===== config.mk =====
export PLATFORM = sky130hd
export DESIGN_NAME = sdiv_seq_2n_by_n
export DESIGN_NICKNAME = d
export VERILOG_FILES = /design/src/rtl/sdiv_seq_2n_by_n.sv
export SDC_FILE = /design/constraint.sdc
export NUM_CORES = 1
export LEC_CHECK = 0
export ABC_AREA = 1
export CAP_MARGIN = 25
export CORE_AREA = 8 8 82 113
export DETAILED_ROUTE_END_ITERATION = 12
export DIE_AREA = 0 0 90 121
export PLACE_DENSITY = 0.87
export SLEW_MARGIN = 25
export SYNTH_ARGS = -nofsm -noshare
export SYNTH_HDL_FRONTEND = slang
export SYNTH_SLANG_ARGS = --single-unit

===== constraint.sdc =====
create_clock -name clk -period 3.1 [get_ports clk]
set_input_delay 0.31 -clock clk [delete_from_list [all_inputs] [get_ports clk]]
set_output_delay 0.31 -clock clk [all_outputs]
set_load 0.02 [all_outputs]

===== src/rtl/sdiv_seq_2n_by_n.sv =====
// Sequential signed 2N-by-N divider: restoring division on magnitudes, signs applied at the end.
// Results truncate toward zero; out-of-range quotients and zero divisors raise flags.
module sdiv_seq_2n_by_n #(
    parameter int unsigned N = 8
) (
    input  logic                  clk,
    input  logic                  rst_n,
    input  logic                  start,
    input  logic signed [2*N-1:0] dividend,
    input  logic signed [N-1:0]   divisor,
    output logic                  busy,
    output logic                  done,
    output logic signed [N-1:0]   quotient,
    output logic signed [N-1:0]   remainder,
    output logic                  div_by_zero,
    output logic                  overflow
);

    localparam int unsigned CW = $clog2(2 * N);
    localparam logic [CW-1:0] LastIter = CW'(2 * N - 1);
    // Largest quotient magnitudes representable as signed N-bit, positive and negative.
    localparam logic [2*N-1:0] QPosMax = {{(N + 1){1'b0}}, {(N - 1){1'b1}}};
    localparam logic [2*N-1:0] QNegMax = {{N{1'b0}}, 1'b1, {(N - 1){1'b0}}};

    typedef enum logic [1:0] {
        StIdle,
        StCalc,
        StFix
    } state_e;

    state_e state_q, state_d;

    logic [2*N-1:0] dvd_q;
    logic [N-1:0]   dvs_q;
    logic           sd_q;
    logic           sv_q;
    logic [2*N-1:0] quo_q;
    logic [N:0]     rem_q;
    logic [CW-1:0]  cnt_q;

    logic           done_q;
    logic [N-1:0]   quotient_q;
    logic [N-1:0]   remainder_q;
    logic           dbz_q;
    logic           ovf_q;

    logic [2*N-1:0] dvd_abs;
    logic [N-1:0]   dvs_abs;
    logic [N+1:0]   rem_shift;
    logic [N+1:0]   trial;
    logic           q_bit;
    logic [N:0]     rem_next;
    logic           neg_q;
    logic           ovf_fix;
    logic [N-1:0]   q_fix;
    logic [N-1:0]   r_fix;

    // State register
    always_ff @(posedge clk or negedge rst_n) begin
        if (!rst_n) begin
            state_q <= StIdle;
        end else begin
            state_q <= state_d;
        end
    end

    // Next-state logic
    always_comb begin
        state_d = state_q;
        unique case (state_q)
            StIdle: if (start && (divisor != '0)) state_d = StCalc;
            StCalc: if (cnt_q == LastIter) state_d = StFix;
            StFix:  state_d = StIdle;
            default: state_d = StIdle;
        endcase
    end

    // Outputs decoded from state
    always_comb begin
        busy = (state_q != StIdle);
    end

    // Magnitudes of the operands; the most negative value maps to its unsigned magnitude.
    always_comb begin
        dvd_abs = dividend[2*N-1] ? $unsigned(-dividend) : $unsigned(dividend);
        dvs_abs = divisor[N-1] ? $unsigned(-divisor) : $unsigned(divisor);
    end

    // One restoring step: a non-negative trial difference yields a quotient bit of 1.
    always_comb begin
        rem_shift = {rem_q, dvd_q[2*N-1]};
        trial     = rem_shift - {2'b00, dvs_q};
        q_bit     = ~trial[N+1];
        rem_next  = q_bit ? trial[N:0] : rem_shift[N:0];
    end

    // Sign fix-up and range check on the final magnitudes.
    always_comb begin
        neg_q   = sd_q ^ sv_q;
        ovf_fix = neg_q ? (quo_q > QNegMax) : (quo_q > QPosMax);
        q_fix   = neg_q ? -quo_q[N-1:0] : quo_q[N-1:0];
        r_fix   = sd_q ? -rem_q[N-1:0] : rem_q[N-1:0];
    end

    always_ff @(posedge clk or negedge rst_n) begin
        if (!rst_n) begin
            dvd_q       <= '0;
            dvs_q       <= '0;
            sd_q        <= 1'b0;
            sv_q        <= 1'b0;
            quo_q       <= '0;
            rem_q       <= '0;
            cnt_q       <= '0;
            done_q      <= 1'b0;
            quotient_q  <= '0;
            remainder_q <= '0;
            dbz_q       <= 1'b0;
            ovf_q       <= 1'b0;
        end else begin
            done_q <= 1'b0;
            unique case (state_q)
                StIdle: begin
                    if (start) begin
                        if (divisor == '0) begin
                            done_q      <= 1'b1;
                            dbz_q       <= 1'b1;
                            ovf_q       <= 1'b0;
                            quotient_q  <= '0;
                            remainder_q <= '0;
                        end else begin
                            dvd_q <= dvd_abs;
                            dvs_q <= dvs_abs;
                            sd_q  <= dividend[2*N-1];
                            sv_q  <= divisor[N-1];
                            quo_q <= '0;
                            rem_q <= '0;
                            cnt_q <= '0;
                        end
                    end
                end
                StCalc: begin
                    dvd_q <= {dvd_q[2*N-2:0], 1'b0};
                    quo_q <= {quo_q[2*N-2:0], q_bit};
                    rem_q <= rem_next;
                    cnt_q <= cnt_q + CW'(1);
                end
                StFix: begin
                    done_q      <= 1'b1;
                    dbz_q       <= 1'b0;
                    ovf_q       <= ovf_fix;
                    quotient_q  <= ovf_fix ? '0 : q_fix;
                    remainder_q <= ovf_fix ? '0 : r_fix;
                end
                default: ;
            endcase
        end
    end

    assign done        = done_q;
    assign quotient    = quotient_q;
    assign remainder   = remainder_q;
    assign div_by_zero = dbz_q;
    assign overflow    = ovf_q;

endmodule


# --- Word-level counts from Yosys, hierarchy flattened ---
# Cells that the tools add are included.
classes:
  n_addsub: 6
  mul: 0
  n_div: 0
  order_cmp: 2
  eq_ne: 8
  n_shift: 0
  mux: 36
  n_bitwise: 3
  n_reduce_logical: 11
op_table:
  columns: ["operator", "n"]
  rows:
  - ["16-bit two-way mux", 5]
  - ["16-bit case mux with 2 select lines", 2]
  - ["8-bit two-way mux", 7]
  - ["8-bit case mux with 2 select lines", 2]
  - ["9-bit two-way mux", 3]
  - ["8-bit negator", 3]
  - ["9-bit case mux with 2 select lines", 1]
  - ["16-bit by 7-bit greater-than comparator with 1-bit output, second input constant", 1]
  - ["16-bit by 8-bit greater-than comparator with 1-bit output, second input constant", 1]
  - ["16-bit negator", 1]
  - ["2-bit != test, second input constant", 5]
  - ["10-bit by 8-bit subtractor with 10-bit output", 1]
  - ["3-bit AND reduction", 3]
  - ["8-bit logical NOT", 1]
  - ["4-bit two-way mux", 2]
  - ["4-bit case mux with 2 select lines", 1]
  - ["8-bit nonzero test", 1]
  - ["1-bit two-way mux", 7]
  - ["1-bit case mux with 2 select lines", 3]
  - ["2-bit nonzero test", 3]
  - ["4-bit by 1-bit adder with 4-bit output, second input constant", 1]
  - ["4-bit == test, second input constant", 1]
  - ["2-bit two-way mux", 2]
  - ["2-bit case mux with 2 select lines", 1]
  - ["7 further kinds", 8]
word_totals:
  regBits: 76
  latch_bits: 0
  ramBits: 0
  romBits: 0
  in_bits: 27
  out_inout_bits: 20
  elab_cells: 79
  memories: 0

# --- Logic depth before layout (Yosys ltp) ---
# Gate-level depths: netlist (run 1).
logic_depth:
  depth_word: 5
  mapped_depth: 13
  depth_no_buf: 13

# --- Least setup slack after synthesis (run 1) ---
# OpenSTA, ideal clock, no wires.
synth_timing:
  path_kind: "register to register"
  startpoint: "register rem_q[5]"
  endpoint: "register rem_q[3]"
  setup_ns: 0.118
  arrival_ns: 1.610
  t_required_ns: 2.982
  setup_slack_ns: 1.372
  stages_incl_launch_ff: 10
  n_path_buf: 0
  synth_period_minus_slack_ns: 1.728
  path_cell_list: "dfrtp_1 ha_1 nand2_1 nand2_1 a21oi_1 nand3_1 nand2_2 nand3_1 nand3_1 nand2_1"
synth_between:
  elab_chain_len: 3
synth_lines:
  columns: ["element", "line", "rtl"]
  rows:
  - ["start, declared", "38", "logic [N:0] rem_q;"]
  - ["start signal, assigned", "144", "rem_q <= rem_next;"]
  - ["10-bit by 8-bit subtractor with 10-bit output", "92", "trial = rem_shift - {2'b00, dvs_q};"]
  - ["9-bit two-way mux", "94", "rem_next = q_bit ? trial[N:0] : rem_shift[N:0];"]
  - ["9-bit case mux with 2 select lines", "121", "unique case (state_q)"]
# Every way passes these cells.
# A chain may end at the register's enable or synchronous reset.

# --- Worst setup path in the final report (run 1) ---
layout_timing:
  startpoint: "register rem_q[5]"
  endpoint: "register rem_q[0]"
# Same word-level chain as after synthesis.

==> run_results.csv, run 1 <==
group,metric,value,unit
run_status,status,"finished clean",
clocking,cts.sinks,76,
synthesis,synth_cell_type_count,37,
power_and_ir_drop,fin_total_pwr,5420,µW
global_routing,grt_pass1_wl,17500,µm
worst_setup_path,crit_buf_inv,0,
floorplan,ios,47,
worst_setup_path,max_stage_delay,0.46,ns
clocking,cts_root_buf,"clkbuf_8",
synthesis,synth_ff_type,"dfrtp_1",
power_and_ir_drop,power_leakage,0.00269,µW
route,via_per_inst,5.40,
power_and_ir_drop,ir_drop,0.000410,V
clocking,clockBufferDepth,2,
route,postRouteAntennaNets,0,
synthesis,synth_cells,618,
synthesis,syn_avg_cell_area,7.34,µm²
clocking,htreeDepth,3,
sta,worst_clock_skew,0.00814,ns
sta,max_freq,475,MHz
sta,drv_slew,0,
sta,grt_setup_unrepaired,"false",
global_routing,grt_max_degree,77,
worst_setup_path,crit_fanout,9,
worst_setup_path,cp_data_required_time,3.34,ns
clocking,postCtsSetupBuffers,0,
final_layout,areaGrowthSynthToFinish,16.2,%
sta,finalCritPeriodShare,0.680,
clocking,hold_buffers,0,
global_routing,grt_pass1_vias,4050,
worst_setup_path,path_cells,"ha_1, nand2_1, nand2_1, a21oi_1, nand3_1, nand2_2, nand3_1, nand3_1, nand2_1",
floorplan,initial_core_util,0.596,
synthesis,syn_nets,659,
worst_setup_path,crit_family,"simple AND/OR/NAND/NOR gates",
power_and_ir_drop,powerDensity,1030,nW/µm²
synthesis,ys_warn_count,0,
hold_path,min_path_type,"in -> async",
run,maxCapViolCount,0,
clocking,cts_buffers,9,
place,port_buffers,46,
clocking,ctsResizeCount,0,
synthesis,synth.cell_area,4540,µm²
route,drt-initial-drc-count,247,
synthesis,yosys_register_bits,76,
floorplan,die_h,121,µm
place,dp_hpwl,7370,µm
worst_setup_path,cp-end-kind,"register",
clocking,clkSlewWorstSetupHoldPaths,0.09,ns
global_routing,gr-total-overflow,0,
synthesis,synth_edf_count,0,
sta,tns,0,ns
synthesis,synth_top_cell_by_area,"dfrtp_1",
route,vias,4147,
route,routed_wl,9980,µm
sta,layout_min_cycle_time,2.11,ns
synthesis,synth.yosys.seq_area_share,0.419,
floorplan,fp-row-count,38,
floorplan,die_area,10900,µm²
worst_setup_path,r2r_setup_slack,0.99,ns
clocking,cts_tree,"done",
sta,slew_headroom,0.383,
final_layout,post-route-util,0.693,
worst_setup_path,crit_slowest_cell,"dfrtp_1",
final_layout,finalNetCount,704,
route,remaining_drc_errors,0,
route,wl_per_cell,13.0,µm
worst_setup_path,cp.arrival,2.35,ns
final_layout,drive_above_1_share,0.0659,
floorplan,core_area,7610,µm²
global_routing,grt_use_total,0.192,
route,drt_first_pass_iters,8,
sta,hold_viol,0,
sta,finalSetupViolations,0,
synthesis,synth_top_area_share,0.419,
sta,worst_pin_slew,0.926,ns
worst_setup_path,critPathLaunchType,"register",
clocking,clk-insertion-delay-late,0.35,ns
synthesis,synth_area_leaders,"dfrtp_1 (42%), nand2_1 (17%), nand3_1 (6.7%)",
global_routing,antenna_found_initial,0,
place,gp_congestion,0.857,
worst_setup_path,worstSetupPathType,"reg -> reg",
floorplan,die_w,90,µm
final_layout,n_antenna_cell,0,
synthesis,synthArstFlopShare,1.00,
==> sequential cells by signal, summed over array words and instances (netlist names) <==
signal / count
cnt_q: 4
dvs_q: 8
remainder: 8
dvd_q: 16
rem_q: 9
sv_q: 1
state_q: 2
sd_q: 1
done: 1
quo_q: 16
overflow: 1
quotient: 8
div_by_zero: 1
==> cell usage in the layout (no fill, tap or decap), types with 2 or more instances in the layout <==
master and n:
a21oi_1 10, buf_4 4, clkbuf_8 10, clkdlybuf4s50_1 45, clkinv_4 3, clkinvlp_4 2
dfrtp_1 76, ha_1 13, inv_1 79, nand2_1 200, nand2_2 9, nand3_1 61
nand3b_1 3, nand4_1 6, nand4_2 2, nor2_1 44, nor2_2 3, nor3_1 4
o211ai_1 4, o21ai_0 33, o21ai_2 5, o221ai_1 2, o22ai_1 16, o31ai_1 3
xnor2_1 4, xor2_1 15
==> final cells by class <==
class | count | area [µm²]
clock inverters | 6 | 71.3
flip-flops and latches | 76 | 1900
repair buffers | 49 | 480
fillers | 606 | 2330
inverters | 81 | 309
multi-input cells | 446 | 2250
well taps | 100 | 125
clock buffers | 10 | 138
==> cell usage after synthesis (2+ instances only) <==
master    instances
nand4_2           2
buf_2             5
a21oi_1          10
buf_1             2
xor2_1           15
nand3b_1          3
o21ai_0          33
nand3_1          61
inv_1            79
nand2_2           9
buf_4             2
nand2_1         200
o221ai_1          2
nor2_2            3
o22ai_1          16
clkbuf_1          5
nand4_1           6
o211ai_1          4
ha_1             13
nor2_1           44
xnor2_1           4
dfrtp_1          76
nor3_1            4
o31ai_1           3
o21ai_2           5
==> path summary, 6_finish.rpt <==
path                                         start                       to  cells past startpoint
min in group clk           quotient[3]$_DFFE_PN0P_  quotient[3]$_DFFE_PN0P_                      2
max in group asynchronous                    rst_n     dvs_q[7]$_DFFE_PN0P_                      1
min                                          rst_n     dvd_q[2]$_DFFE_PN0P_                      1
max                           rem_q[5]$_DFFE_PN0P_     rem_q[0]$_DFFE_PN0P_                      9
max reg2reg                   rem_q[5]$_DFFE_PN0P_     rem_q[0]$_DFFE_PN0P_                      9
min reg2reg                quotient[3]$_DFFE_PN0P_  quotient[3]$_DFFE_PN0P_                      2
==> logic make-up after synthesis <==
| logic type | count (synthesis) | share of synthesized area |
|---|---|---|
| simple gates | 336 | 0.315 |
| compound gates | 75 | 0.0976 |
| mux | 1 | 0.00221 |
| fa+ha+maj | 14 | 0.0403 |
| buf+inv | 96 | 0.0852 |
| flops | 76 | 0.419 |
| xor+xnor | 20 | 0.0403 |
==> where the power goes <==
| part | switching [µW] | total, µW | internal [µW] |
|---|---|---|---|
| Sequential | 283 | 1680 | 1390 |
| Combinational | 1830 | 2960 | 1130 |
| Clock | 382 | 781 | 399 |
==> per-stage QoR <==
| step | setup WS (ns) | hold slack [ns] | instances | area [µm²] |
|---|---|---|---|---|
| after detailed placement | 0.741 | 0.465 | 752 | 5060 |
| after CTS | 1.02 | 0.106 | 768 | 5270 |
| after floorplan | 1.37 | 0.0144 | 618 | 4540 |
| final | 0.993 | 0.0776 | 768 | 5270 |
| after global routing | 0.849 | 0.142 | 768 | 5270 |
| after global placement | 0.841 | 0.463 | 752 | 5060 |
==> layer usage <==
metal / vias to the layer above / GRT usage / routed length (µm) / part of all wire
met5: - / 0 / 0 / 0
met4: 0 / 0.0909 / 315 / 0.032
met3: 24 / 0.0458 / 481 / 0.048
met2: 130 / 0.339 / 5070 / 0.51
met1: 1922 / 0.212 / 4110 / 0.41
li1: 2071 / - / - / -
Power figures use the tool's default switching activity.
==> run 2: changes to the inputs <==
--- a/config.mk
+++ b/config.mk
@@ -7,10 +7,10 @@
 export LEC_CHECK = 0
 export ABC_AREA = 1
 export CAP_MARGIN = 25
-export CORE_AREA = 8 8 82 113
+export CORE_AREA = 8 8 85 117
 export DETAILED_ROUTE_END_ITERATION = 12
-export DIE_AREA = 0 0 90 121
-export PLACE_DENSITY = 0.87
+export DIE_AREA = 0 0 93 125
+export PLACE_DENSITY = 0.81
 export SLEW_MARGIN = 25
 export SYNTH_ARGS = -nofsm -noshare
 export SYNTH_HDL_FRONTEND = slang
==> constraint.sdc (replaced) <==
create_clock -name clk -period 1.96 [get_ports clk]
set_input_delay 0.196 -clock clk [delete_from_list [all_inputs] [get_ports clk]]
set_output_delay 0.196 -clock clk [all_outputs]
set_load 0.02 [all_outputs]
==> run 2 against run 1 <==
  * Non-clock buffer count rose by 16
  * Via count rose by 1.6%
  * First-iteration DRC count rose by 13%
  * Combinational power rose by 78%
  * Hold slack improved by 0.25 ns
  * Power rose by 78%
  * Die area rose by 6.7%
  * Worst setup slack got worse by 0.93 ns
  * Cell count rose by 2.9%
  * Sequential share of layout area fell by 2.5 points
  * Flip-flop and latch count did not move
  * Global-route usage fell by 0.39 points
==> run_results.csv, run 2 (synthesis results as in run 1) <==
group,metric,value,unit
clocking,postCtsSetupBuffers,0,
final_layout,drive_above_1_share,0.102,
final_layout,n_antenna_cell,0,
worst_setup_path,critPathLaunchType,"register",
route,remaining_drc_errors,0,
run_status,status,"finished clean",
place,dp_hpwl,7760,µm
final_layout,post-route-util,0.682,
power_and_ir_drop,fin_total_pwr,9650,µW
final_layout,finalNonFillerCells,790,
worst_setup_path,crit_family,"simple AND/OR/NAND/NOR gates",
hold_path,min_path_type,"in -> async",
final_layout,finalInstanceArea,5670,µm²
power_and_ir_drop,power.internal,5380,µW
floorplan,core_area,8310,µm²
sta,worst_pin_slew,0.417,ns
sta,worst_clock_skew,0.00630,ns
sta,finalSetupViolations,0,
sta,layout_min_cycle_time,1.90,ns
clocking,htreeDepth,3,
power_and_ir_drop,combPwrFrac,0.546,
final_layout,layout_common_cells,"nand2_1 (198), inv_1 (79), dfrtp_1 (76), nand3_1 (59), clkdlybuf4s50_1 (45)",
power_and_ir_drop,power_frac_seq,0.277,
final_layout,top_regs,"dvd_q (16), quo_q (16), rem_q (9)",
worst_setup_path,crit_slowest_cell,"dfrtp_1",
route,routed_wl,10700,µm
final_layout,layout_commonest_cell,"nand2_1",
floorplan,die_w,93,µm
floorplan,initial_core_util,0.546,
clocking,clkSlewWorstSetupHoldPaths,0.06,ns
worst_setup_path,cp.arrival,2.17,ns
worst_setup_path,crit_fanout,9,
final_layout,fillers,661,
final_layout,finalNetCount,721,
place,placed_cell_area,5230,µm²
worst_setup_path,cp_data_required_time,2.23,ns
power_and_ir_drop,powerDensity,1700,nW/µm²
clocking,cts_root_buf,"clkbuf_16",
worst_setup_path,cp-end-kind,"register",
global_routing,gr-total-overflow,0,
place,gp_congestion,0.874,
global_routing,antenna_found_initial,0,
floorplan,ios,47,
final_layout,regArea,1900,µm²
power_and_ir_drop,pwr-share-clk,0.176,
global_routing,grt_max_degree,48,
clocking,cts.sinks,76,
worst_setup_path,crit_buf_inv,0,
power_and_ir_drop,p_switching,4270,µW
place,dp_slack,-0.0516,ns
place,port_buffers,46,
clocking,cts_buffers,9,
worst_setup_path,path_cells,"ha_4, nand2_1, nor2_2, nand3_2, nand3_4, nand2_4, nand3_1, nand3_1, nand2_1",
route,drt_first_pass_iters,5,
clocking,clockBufferDepth,2,
final_layout,areaGrowthSynthToFinish,24.9,%
place,dp.cells,772,
global_routing,grt_use_total,0.188,
route,via_per_inst,5.33,
run,maxCapViolCount,0,
worst_setup_path,worstSetupPathType,"reg -> reg",
route,drt-initial-drc-count,280,
route,vias,4213,
sta,drv_slew,0,
clocking,clk-insertion-delay-late,0.34,ns
floorplan,fp-row-count,40,
floorplan,die_area,11600,µm²
floorplan,die_h,125,µm
global_routing,grt_pass1_wl,18100,µm
worst_setup_path,max_stage_delay,0.45,ns
sta,max_freq,526,MHz
final_layout,multi_input_area,2360,µm²
power_and_ir_drop,ir_drop,0.000745,V
route,postRouteAntennaNets,0,
route,wl_per_cell,13.5,µm
power_and_ir_drop,power_leakage,0.00283,µW
power_and_ir_drop,sw_frac_of_total,0.442,
global_routing,grt_pass1_vias,4244,
sta,finalCritPeriodShare,0.969,
sta,hold_viol,0,
sta,slew_headroom,0.722,
clocking,cts_tree,"done",
sta,layout_setup_ws,0.0603,ns
==> run 2: changes by cell type in the layout (fill, tap and decap cells not counted), moves of 2 or more <==
cell / previous run / this run
clkbuf_16: 0 / 9
ha_1: 13 / 10
nand4_4: 0 / 2
buf_4: 4 / 15
ha_4: 0 / 3
nand3_1: 61 / 59
nand2_4: 0 / 2
clkbuf_8: 10 / 2
nand4_2: 2 / 0
clkinv_4: 3 / 1
buf_12: 0 / 4
nand2_1: 200 / 198
==> run 2: worst register-to-register path: cells and delay by family (launching register included) <==
family | cells | cell delay, ns
simple gates | 8 | 1.06
fa+ha+maj | 1 | 0.33
flops | 1 | 0.45
==> run 2: path summary, 6_finish.rpt <==
path                                                 to  cells past startpoint               startpoint  slack [ns]
worst min register to register  quotient[6]$_DFFE_PN0P_                      2  quotient[6]$_DFFE_PN0P_        0.48
min in group clk                quotient[6]$_DFFE_PN0P_                      2  quotient[6]$_DFFE_PN0P_        0.48
worst max register to register     rem_q[8]$_DFFE_PN0P_                      9     rem_q[4]$_DFFE_PN0P_        0.06
max in group asynchronous       quotient[4]$_DFFE_PN0P_                      3                    rst_n        1.05
worst max-delay path               rem_q[8]$_DFFE_PN0P_                      9     rem_q[4]$_DFFE_PN0P_        0.06
worst min-delay path               dvs_q[6]$_DFFE_PN0P_                      2                    rst_n        0.33
==> run 2: layout make-up <==
type / instances / share of cell area
inverters: 81 / 0.0545
repair buffers: 65 / 0.115
clock inverters: 5 / 0.0104
flip-flops and latches: 76 / 0.336
clock buffers: 11 / 0.0446
multi-input cells: 447 / 0.416
well taps: 105 / 0.0232
==> run 2: routing by layer <==
layer | share of wire | track usage | up-vias
met5 | 0 | 0 | -
met4 | 0.028 | 0.0819 | 0
met3 | 0.048 | 0.0485 | 22
met2 | 0.53 | 0.338 | 120
met1 | 0.40 | 0.198 | 1953
li1 | - | - | 2118
==> run 2: per-stage QoR <==
| step | hold WS, ns | setup TNS [ns] |
|---|---|---|
| after floorplan | -0.0996 | 0 |
| after global placement | 0.159 | 0 |
| after detailed placement | 0.163 | -0.293 |
| after CTS | 0.356 | 0 |
| after global routing | 0.367 | -0.259 |
| final | 0.331 | 0 |
==> run 2: power groups by stage <==
stage	combinational [µW]	sequential [µW]	clock, µW
4_1_cts	4940	2640	1710
5_1_grt	5870	2750	1800
2_1_floorplan	3570	2620	0
6_report	5270	2680	1700
3_5_place_dp	4870	2660	0
3_3_place_gp	4690	2640	0
==> run 2: timing repair <==
item | 4_1_cts | 5_1_grt
hold buffers | 1 | 0
endpoints found under the setup margin | 1 | 10
pin swaps | 0 | 2
resized for setup | 1 | 16
endpoints found under the hold margin | 29 | 0
gates cloned | 0 | 1
==> run 3: changes to the inputs <==
==> constraint.sdc (replaced) <==
create_clock -name clk -period 1.85 [get_ports clk]
set_input_delay 0.185 -clock clk [delete_from_list [all_inputs] [get_ports clk]]
set_output_delay 0.185 -clock clk [all_outputs]
set_load 0.02 [all_outputs]
==> run 3 against run 2 <==
  * The flow now finishes with violations (negative setup slack)
  * Fmax up 1.8%
  * Cell count up 2.7%
  * Die area unchanged
  * Critical endpoint is now rem_q[0]$_DFFE_PN0P_
  * Largest cell class unchanged
  * Largest power group unchanged
==> run_results.csv, run 3 (synthesis results as in run 1) <==
group,metric,value,unit
sta,slew_headroom,0.685,
run_status,status,"finished, violations left",
place,placed_cell_area,5380,µm²
floorplan,fp-row-count,40,
floorplan,core_area,8310,µm²
hold_path,min_path_type,"in -> async",
global_routing,grt_max_degree,44,
clocking,clk-insertion-delay-late,0.34,ns
sta,grt_setup_unrepaired,"true",
worst_setup_path,crit_fanout,5,
worst_setup_path,critPathLaunchType,"register",
final_layout,post-route-util,0.712,
power_and_ir_drop,ir_drop,0.000803,V
global_routing,gr-total-overflow,0,
route,remaining_drc_errors,0,
power_and_ir_drop,power_leakage,0.00295,µW
worst_setup_path,worstReg2RegStart,"rem_q[4]$_DFFE_PN0P_",
sta,finalCritPeriodShare,1.01,
global_routing,grt_pass1_vias,4398,
place,gp_congestion,0.884,
power_and_ir_drop,powerDensity,1870,nW/µm²
sta,worst_pin_slew,0.473,ns
route,drt-initial-drc-count,274,
global_routing,antenna_found_initial,0,
power_and_ir_drop,fin_total_pwr,11100,µW
worst_setup_path,cp-end-kind,"register",
final_layout,drive_above_1_share,0.146,
sta,hold_viol,0,
final_layout,top_regs,"dvd_q (16), quo_q (16), rem_q (9)",
floorplan,ios,47,
worst_setup_path,cp-startpoint,"rem_q[4]$_DFFE_PN0P_",
sta,worst_clock_skew,0.00618,ns
clocking,cts_tree,"done",
route,postRouteAntennaNets,0,
final_layout,finalNetCount,742,
final_layout,finalInstanceArea,5910,µm²
final_layout,layout_common_cells,"nand2_1 (195), dfrtp_1 (76), inv_1 (75), nand3_1 (58), clkdlybuf4s50_1 (45)",
floorplan,initial_core_util,0.546,
sta,layout_min_cycle_time,1.87,ns
worst_setup_path,reg2reg_depth,9,
sta,max_freq,536,MHz
route,drt_first_pass_iters,5,
clocking,clkSlewWorstSetupHoldPaths,0.06,ns
sta,layout_setup_ws,-0.0167,ns
global_routing,grt_pass1_wl,19300,µm
route,vias,4529,
worst_setup_path,worstSetupPathType,"reg -> reg",
route,wl_per_cell,14.9,µm
floorplan,die_area,11600,µm²
run,maxCapViolCount,0,
clocking,htreeDepth,3,
clocking,cts_root_buf,"clkbuf_16",
floorplan,die_w,93,µm
clocking,cts_buffers,9,
worst_setup_path,cp.arrival,2.14,ns
sta,finalSetupViolations,2,
route,routed_wl,12100,µm
floorplan,die_h,125,µm
place,dp_hpwl,8190,µm
sta,drv_slew,0,
final_layout,layout_commonest_cell,"nand2_1",
clocking,clockBufferDepth,2,
sta,fin_hold_ws,0.342,ns
worst_setup_path,cp_data_required_time,2.12,ns
final_layout,n_antenna_cell,0,
route,via_per_inst,5.58,
final_layout,fillers,648,
place,port_buffers,46,
global_routing,grt_use_total,0.201,
final_layout,areaGrowthSynthToFinish,30.3,%
run_status,violations,"negative setup slack",
clocking,cts.sinks,76,
-- run 3: cell count changes in the layout (fill, tap and decap cells not counted), moves of 2 or more --
cell / before / now
ha_4: 3 / 5
inv_2: 1 / 5
nand2_4: 2 / 4
nand2_1: 198 / 195
ha_1: 10 / 8
a21oi_2: 0 / 2
buf_4: 15 / 34
inv_1: 79 / 75
-- run 3: worst paths after layout --
| path | endpoint | slack (ns) |
|---|---|---|
| max | rem_q[0]$_DFFE_PN0P_ | -0.02 |
| max reg2reg | rem_q[0]$_DFFE_PN0P_ | -0.02 |
| max in group asynchronous | quo_q[13]$_DFFE_PN0P_ | 0.92 |
| min in group clk | remainder[3]$_DFFE_PN0P_ | 0.48 |
| min | dvs_q[5]$_DFFE_PN0P_ | 0.34 |
| min reg2reg | remainder[3]$_DFFE_PN0P_ | 0.48 |
-- run 3: what timing repair did --
item | CTS | global route
hold endpoints to repair | 33 | 0
gates resized for setup | 1 | 34
hold buffers | 1 | 0
endpoints found under the setup margin | 8 | 10
pin swaps | 0 | 12
gates cloned | 0 | 1
setup buffers | 0 | 3
-- run 3: metal layers --
| layer | global-route usage | wire, µm |
|---|---|---|
| met1 | 0.218 | 4610 |
| met2 | 0.351 | 6270 |
| met3 | 0.0413 | 634 |
| met4 | 0.113 | 576 |
| met5 | 0 | 0 |
-- run 3: power breakdown --
part           switching, µW  total [µW]  internal (µW)
logic                   3800        6420           2620
registers                509        2850           2340
clock network            718        1810           1090
total                   5030       11100           6050
-- run 3: critical path, cell delays in order (launching register included) --
cell and delay [ns]:
dfrtp_1 0.45, ha_1 0.33, nand2_1 0.12, nor2_4 0.20, nand3_4 0.15, nand3_4 0.18
nand2_4 0.09, nand3_1 0.11, nand3_1 0.09, nand2_1 0.08
-- run 3: area by class of cell --
| class | instances | area, µm² | area share |
|---|---|---|---|
| Timing Repair Buffer | 86 | 827 | 0.140 |
| Multi-Input combinational cell | 447 | 2430 | 0.411 |
| Inverter | 81 | 309 | 0.0523 |
| Clock buffer | 10 | 239 | 0.0404 |
| Tap cell | 105 | 131 | 0.0222 |
| Sequential cell | 76 | 1900 | 0.322 |
| Clock inverter | 6 | 72.6 | 0.0123 |
-- run 3: metrics by stage --
step	setup TNS, ns	std cells	setup slack (ns)
after floorplan	0	618	0.122
after global placement	-0.540	790	-0.0429
after detailed placement	-5.27	790	-0.145
after CTS	-0.0628	807	-0.0217
after global routing	-0.609	811	-0.0861
final	-0.0287	811	-0.0167
==> RTL change, RTL diff (flow settings as in run 2) <==
Change the parameter `N` from 8 to 4.
--- a/src/rtl/sdiv_seq_2n_by_n.sv
+++ b/src/rtl/sdiv_seq_2n_by_n.sv
@@ -2,5 +2,5 @@
 // Results truncate toward zero; out-of-range quotients and zero divisors raise flags.
 module sdiv_seq_2n_by_n #(
-    parameter int unsigned N = 8
+    parameter int unsigned N = 4
 ) (
     input  logic                  clk,
Ports: changed (resized dividend, divisor, quotient and remainder); port bits go from 47 to 27. No check against the original RTL was run, so the function may have changed too.
==> RTL change against run 2 <==
Clock power decreased by 42%; worst setup slack gained 150 ps; sequential cell count shrank 33; area after synthesis is 49% lower; wire length decreased by 52%; design area down 49%; power fell by 49%.
==> RTL change: results <==
group,metric,value,unit
run_status,status,"finished clean",
cts,clk_latency,290,ps
logic_synthesis,synth.net_count,313,
logic_synthesis,synth.area.mux_share,0,%
power,p_int,2.87,mW
placed_design,dpl.hpwl,3870,um
logic_synthesis,yosysSeqAreaShare,46.4,%
cts,cts_buffers,5,
finish,nets,346,
power,ir_drop,0.544,mV
worst_setup_path,worstPathMaxFanout,6,
worst_setup_path,r2r_slack,210,ps
cts,htreeDepth,2,
min_path,hp-class,"reg2reg",
placed_design,place_inst,417,
logic_synthesis,yosys-top-cells-area,"dfrtp_1, nand2_1, inv_1",
logic_synthesis,synth_compound_area_share,11.0,%
drt,vias,1982,
logic_synthesis,synthAdderAreaFrac,6.26,%
worst_setup_path,crit_start,"rem_q[2]",
finish,drive_gt1_share,6.85,%
placed_design,placed_area,0.00271,mm2
power,comb_cell_power,2.39,mW
sta,fin_hold_ws,479,ps
logic_synthesis,synth-xor-area-share,2.97,%
drt,drt_iter0_markers,121,
power,power.density,1690,mW/mm2
drt,routed_via_density,4.65,
sta,finalCritPeriodShare,89.1,%
worst_setup_path,crit_end,"rem_q[1]",
logic_synthesis,yosys-top-cells-count,"nand2_1, inv_1, dfrtp_1",
==> RTL change: changes by cell type after synthesis, moves of 21 or more <==
cell and delta:
nand2_1 -124, inv_1 -35, nand3_1 -35, dfrtp_1 -33, nor2_1 -28, o21ai_0 -21
==> RTL change: routing by layer <==
metal / part of all wire [%] / vias up / global-route usage, %
met4: 2.2 / 0 / 4.00
met3: 5.6 / 12 / 2.87
met1: 41 / 936 / 10.7
met2: 51 / 43 / 16.8
li1: - / 991 / -
met5: 0 / - / 0
==> RTL change: timing repair <==
item	4_1_cts	5_1_grt
resized for setup	0	0
hold endpoints to repair	19	0
hold buffers	1	0
==> RTL change: final cells by class <==
cell class                      count  area [um2]  area share (%)
Multi-Input combinational cell    192        1040            35.8
Clock buffer                        6         139            4.79
Inverter                           46         174            6.00
Timing Repair Buffer               32         303            10.4
Sequential cell                    43        1080            37.1
Clock inverter                      2        38.8            1.34
Tap cell                          105         131            4.53
